**src/rtl/s5378_pkg.sv**
```systemverilog
// Shared types and parameter limits for the s5378 parity frame checker.
// Imported by the checker top level and its error tracker.
package s5378_pkg;

  typedef enum logic {
    ACCUM    = 1'b0,
    WAIT_EXP = 1'b1
  } state_t;

  localparam int FRAME_LEN_MIN = 2;
  localparam int FRAME_LEN_MAX = 256;
  localparam int THRESH_MIN    = 1;
  localparam int THRESH_MAX    = 15;
  localparam int CONSEC_W      = 4;

  function automatic bit params_ok(
    input int frame_len,
    input int thresh
  );
    return (frame_len >= FRAME_LEN_MIN) &&
           (frame_len <= FRAME_LEN_MAX) &&
           (thresh >= THRESH_MIN) &&
           (thresh <= THRESH_MAX);
  endfunction

endpackage

```
**src/rtl/s5378_err_tracker.sv**
```systemverilog
// Frame error bookkeeping: saturating error count, consecutive-bad
// run length and the sticky alarm with its set-over-clear priority.
module s5378_err_tracker
  import s5378_pkg::*;
#(
  parameter int ALARM_THRESH = 3,
  parameter int CNT_W        = 16
) (
  input  logic             CK,
  input  logic             RST,
  input  logic             i_verdict,
  input  logic             i_bad,
  input  logic             i_alarm_clr,
  output logic [CNT_W-1:0] o_err_count,
  output logic             o_alarm
);

  localparam logic [CONSEC_W-1:0] TH = CONSEC_W'(ALARM_THRESH);

  logic [CNT_W-1:0]    r_err_count;
  logic [CONSEC_W-1:0] r_consec;
  logic                r_alarm;
  logic [CONSEC_W-1:0] w_consec_nxt;
  logic                w_set;

  // Run length after this cycle's verdict, and whether it trips the alarm.
  always_comb begin
    w_consec_nxt = r_consec;
    if (i_verdict) begin
      if (i_bad) begin
        w_consec_nxt = (r_consec == TH) ? r_consec
                                        : r_consec + CONSEC_W'(1);
      end else begin
        w_consec_nxt = '0;
      end
    end
    w_set = i_verdict && i_bad && (w_consec_nxt == TH);
  end

  // Count/alarm state; an alarm set beats a same-cycle clear.
  always_ff @(posedge CK) begin
    if (RST) begin
      r_err_count <= '0;
      r_consec    <= '0;
      r_alarm     <= 1'b0;
    end else begin
      if (i_verdict && i_bad && !(&r_err_count)) begin
        r_err_count <= r_err_count + CNT_W'(1);
      end
      if (w_set) begin
        r_alarm  <= 1'b1;
        r_consec <= w_consec_nxt;
      end else if (i_alarm_clr) begin
        r_alarm  <= 1'b0;
        r_consec <= '0;
      end else begin
        r_consec <= w_consec_nxt;
      end
    end
  end

  assign o_err_count = r_err_count;
  assign o_alarm     = r_alarm;

endmodule

```
**config.mk**
```make
export PLATFORM = sky130hd
export DESIGN_NAME = s5378_err_tracker
export DESIGN_NICKNAME = d
export VERILOG_FILES = /design/src/rtl/s5378_pkg.sv /design/src/rtl/s5378_err_tracker.sv
export SDC_FILE = /design/constraint.sdc
export NUM_CORES = 1
export LEC_CHECK = 0
export CAP_MARGIN = 25
export CELL_PAD_IN_SITES_DETAIL_PLACEMENT = 0
export CELL_PAD_IN_SITES_GLOBAL_PLACEMENT = 2
export CORE_UTILIZATION = 30
export DETAILED_ROUTE_END_ITERATION = 7
export GPL_ROUTABILITY_DRIVEN = 0
export GPL_TIMING_DRIVEN = 0
export HOLD_SLACK_MARGIN = 0.1
export PLACE_DENSITY_LB_ADDON = 0.1
export SLEW_MARGIN = 20
export SYNTH_ARGS = -nofsm -noshare
export SYNTH_HDL_FRONTEND = slang
export SYNTH_SLANG_ARGS = --single-unit
export TNS_END_PERCENT = 100
```
**constraint.sdc**
```tcl
create_clock -name CK -period 2.3 [get_ports CK]
set_input_delay 0.46 -clock CK [delete_from_list [all_inputs] [get_ports CK]]
set_output_delay 0.46 -clock CK [all_outputs]
set_load 0.005 [all_outputs]
```
==> results.toml <==
[run_status]
run_status = "completed"

[clocking]
cts_max_path_buffers = 2
clkLatencyLatePin_ns = 0.27
worst_setup_hold_path_clk_slew_ns = 0.08
ctsHtreeMaxLevel = 1
cts_buffers = 3
cts.sink_count = 21
cts_hold_repair.buffers = 0
clock_tree_from_tritoncts = "done"
cts.root.buffer_cell = "clkbuf_8"

[synth]
synthCells = 145
synth.area.top_cells = "dfxtp_1 (35%), mux2_2 (8.4%), nor2b_1 (6.2%)"
synth_nets = 152
asyncSetResetFlopFracSynth = 0
synth.yosys.warnings = 0
syn_area_per_cell_um2 = 8.31
synthFlopType = "dfxtp_1"
seq_area_frac_synth = 0.349
post_synth_num_cell_types = 37
synth_seq_cells = 21
netlist_area_um2 = 1200
synth_top_cell_area_share = 0.349
netlist.top_cell.by_area = "dfxtp_1"
synth_enable_flop_cells = 0

[min_path]
worst_hold_path.num_cells = 2
holdCritPathClass = "flip-flop to flip-flop"
hold_path.startpoint = "o_alarm"
hold_path_end = "o_alarm"

[setup_path]
critPathCaptureType = "flip-flop"
path_cells = "clkdlybuf4s50_1 > nand2_2 > or4b_1 > clkbuf_2 > or4_1 > a21oi_1"
crit_path_max_fanout = 8
regToRegEndpoint = "o_err_count[10]"
r2r_start = "o_err_count[9]"
crit_type = "primary input to flip-flop"
worst_path_largest_cell_delay_ns = 0.51
timing.critical_path.arrival_ns = 2.37
cp_top_family = "simple AND/OR/NAND/NOR gates"
worst-path-buf-inv = 2
worst_ep_required_time_ns = 2.50
worst_path_max_delay_cell = "clkdlybuf4s50_1"
ff2ff_path_depth = 4
worst_setup_path_start_kind = "primary input"
regToRegSetupSlack_ns = 0.20
path_depth = 6

[sta]
setup_repair_after_global_routing_missed_its_margin = "no"
timing_worst_slew_pin_value_ns = 0.943
setup-tns-final_ns = 0
finalHoldWorstSlack_ns = 0.473
setup-violations-final = 0
worst_clock_skew_ns = 0.00579
post-route-period-util = 0.943
timing.fmax_mhz = 461
max-slew-margin-rel = 0.366
timing_hold_violations_final = 0
shortest_period_the_worst_path_allows_ns = 2.17
slew_violations = 0

[finish]
area_delta_synth_final_pct = 27.1
final_cell_mix = "dfxtp_1 (21), clkdlybuf4s50_1 (20), nor2b_1 (12), a21oi_1 (12)"
drive_above_1_share = 0.112
layout.nets = 178
final_common_cell = "dfxtp_1"
insertedDiodeCount = 0
stdcell_count = 218

[pwr]
power_per_cell_area_nw_per_um2 = 439
ir_drop_v = 0.000305
cellLeakagePower_uw = 0.000512

[die]
dieHeight_um = 65.4
rows = 22
die_w_um = 65.4
die_area_um2 = 4270
floorplan.core_area_um2 = 3740
start_util = 0.322
floorplan.io_pins = 22

[grt]
first_global_vias = 1113
groute.usage.overall = 0.163
grt_first_pass_wirelength_mm = 5.29
grt_overflow_total = 0
grt_max_degree = 12
antenna_found_initial = 0

[routing]
route.antenna.remaining_nets = 0
detailedRoute.firstIterationViolations = 53
drt-pass1-iter-count = 5
route.detailed.drc = 0
drt_wl_total_mm = 3.09
detail_route.vias_per_cell = 5.38
route.detailed.wl_per_inst_um = 14.2
detailroute.via_count = 1173

[place]
numPortBuffers = 21
dp_cells = 214
place_hpwl_mm = 2.29

[job]
max_cap_viol_count = 0
[flip-flops by register name, summed over array words and instances, names as in the netlist]
signal and flops:
o_alarm 1, o_err_count 16, r_consec 4
[power breakdown]
group          switching [µW]  internal, µW
clock network             129           124
registers                4.27           366
logic                    27.0          22.2
[cells in the mapped netlist, types with 4 or more instances]
master,count
dfxtp_1,21
a21oi_1,12
nor2b_1,12
nand2_1,11
nor2_1,10
mux2_2,9
nand3_1,7
nor3_1,6
nand4_1,5
nor4_1,5
clkbuf_1,4
inv_1,4
mux2i_1,4
o21ai_0,4
[through the flow]
step | setup WS (ns) | util | power [µW] | instance area, µm²
after global routing | 0.0273 | 0.409 | 703 | 1530
after detailed placement | -0.331 | 0.394 | 429 | 1480
final | 0.131 | 0.409 | 672 | 1530
after global placement | -0.325 | 0.394 | 428 | 1480
after floorplan | 0.453 | - | 405 | 1200
after CTS | 0.00512 | 0.407 | 685 | 1520
[timing repair]
item                                    4_1_cts  5_1_grt
gates resized for setup                       1        2
buffers inserted                              0        0
endpoints found under the setup margin        1        3
[metal layers]
layer | track usage | up-vias | wire, µm
met5 | 0 | - | 0
li1 | - | 590 | -
met2 | 0.277 | 31 | 1460
met3 | 0.0417 | 3 | 172
met4 | 0.0408 | 0 | 19
met1 | 0.202 | 549 | 1440
[worst reg2reg max path: cells and delay by family (launching register included)]
family           cells  cell delay [ns]
flip-flops           1             0.46
AND/OR/NAND/NOR      3             1.23
multiplexers         1             0.31
[how the worst max path moves through the flow]
stage                     slack [ns]               to           start
after floorplan                 0.45  o_err_count[15]  o_err_count[4]
after global placement         -0.32  o_err_count[15]           i_bad
after detailed placement       -0.33  o_err_count[15]           i_bad
after CTS                      0.005  o_err_count[15]           i_bad
after global routing            0.03   o_err_count[8]  o_err_count[9]
final                           0.13  o_err_count[15]       i_verdict
[logic make-up after synthesis]
| logic type | share of synthesized area |
|---|---|
| AO/OA/AOI/OAI | 0.158 |
| AND/OR/NAND/NOR | 0.326 |
| adder cells (fa/ha/maj) | 0.0208 |
| buffers and inverters | 0.0291 |
| flip-flops | 0.349 |
| multiplexers | 0.117 |
[cell type report]
cell class,instances,area (µm²)
multi-input combinational,115,758
fill,422,2210
sequential,21,420
timing repair buffer,21,213
inverter,4,15.0
clock buffer,4,45.0
buffer,5,20.0
tap,48,60.1
No activity file was read; power rests on OpenSTA's default activity.
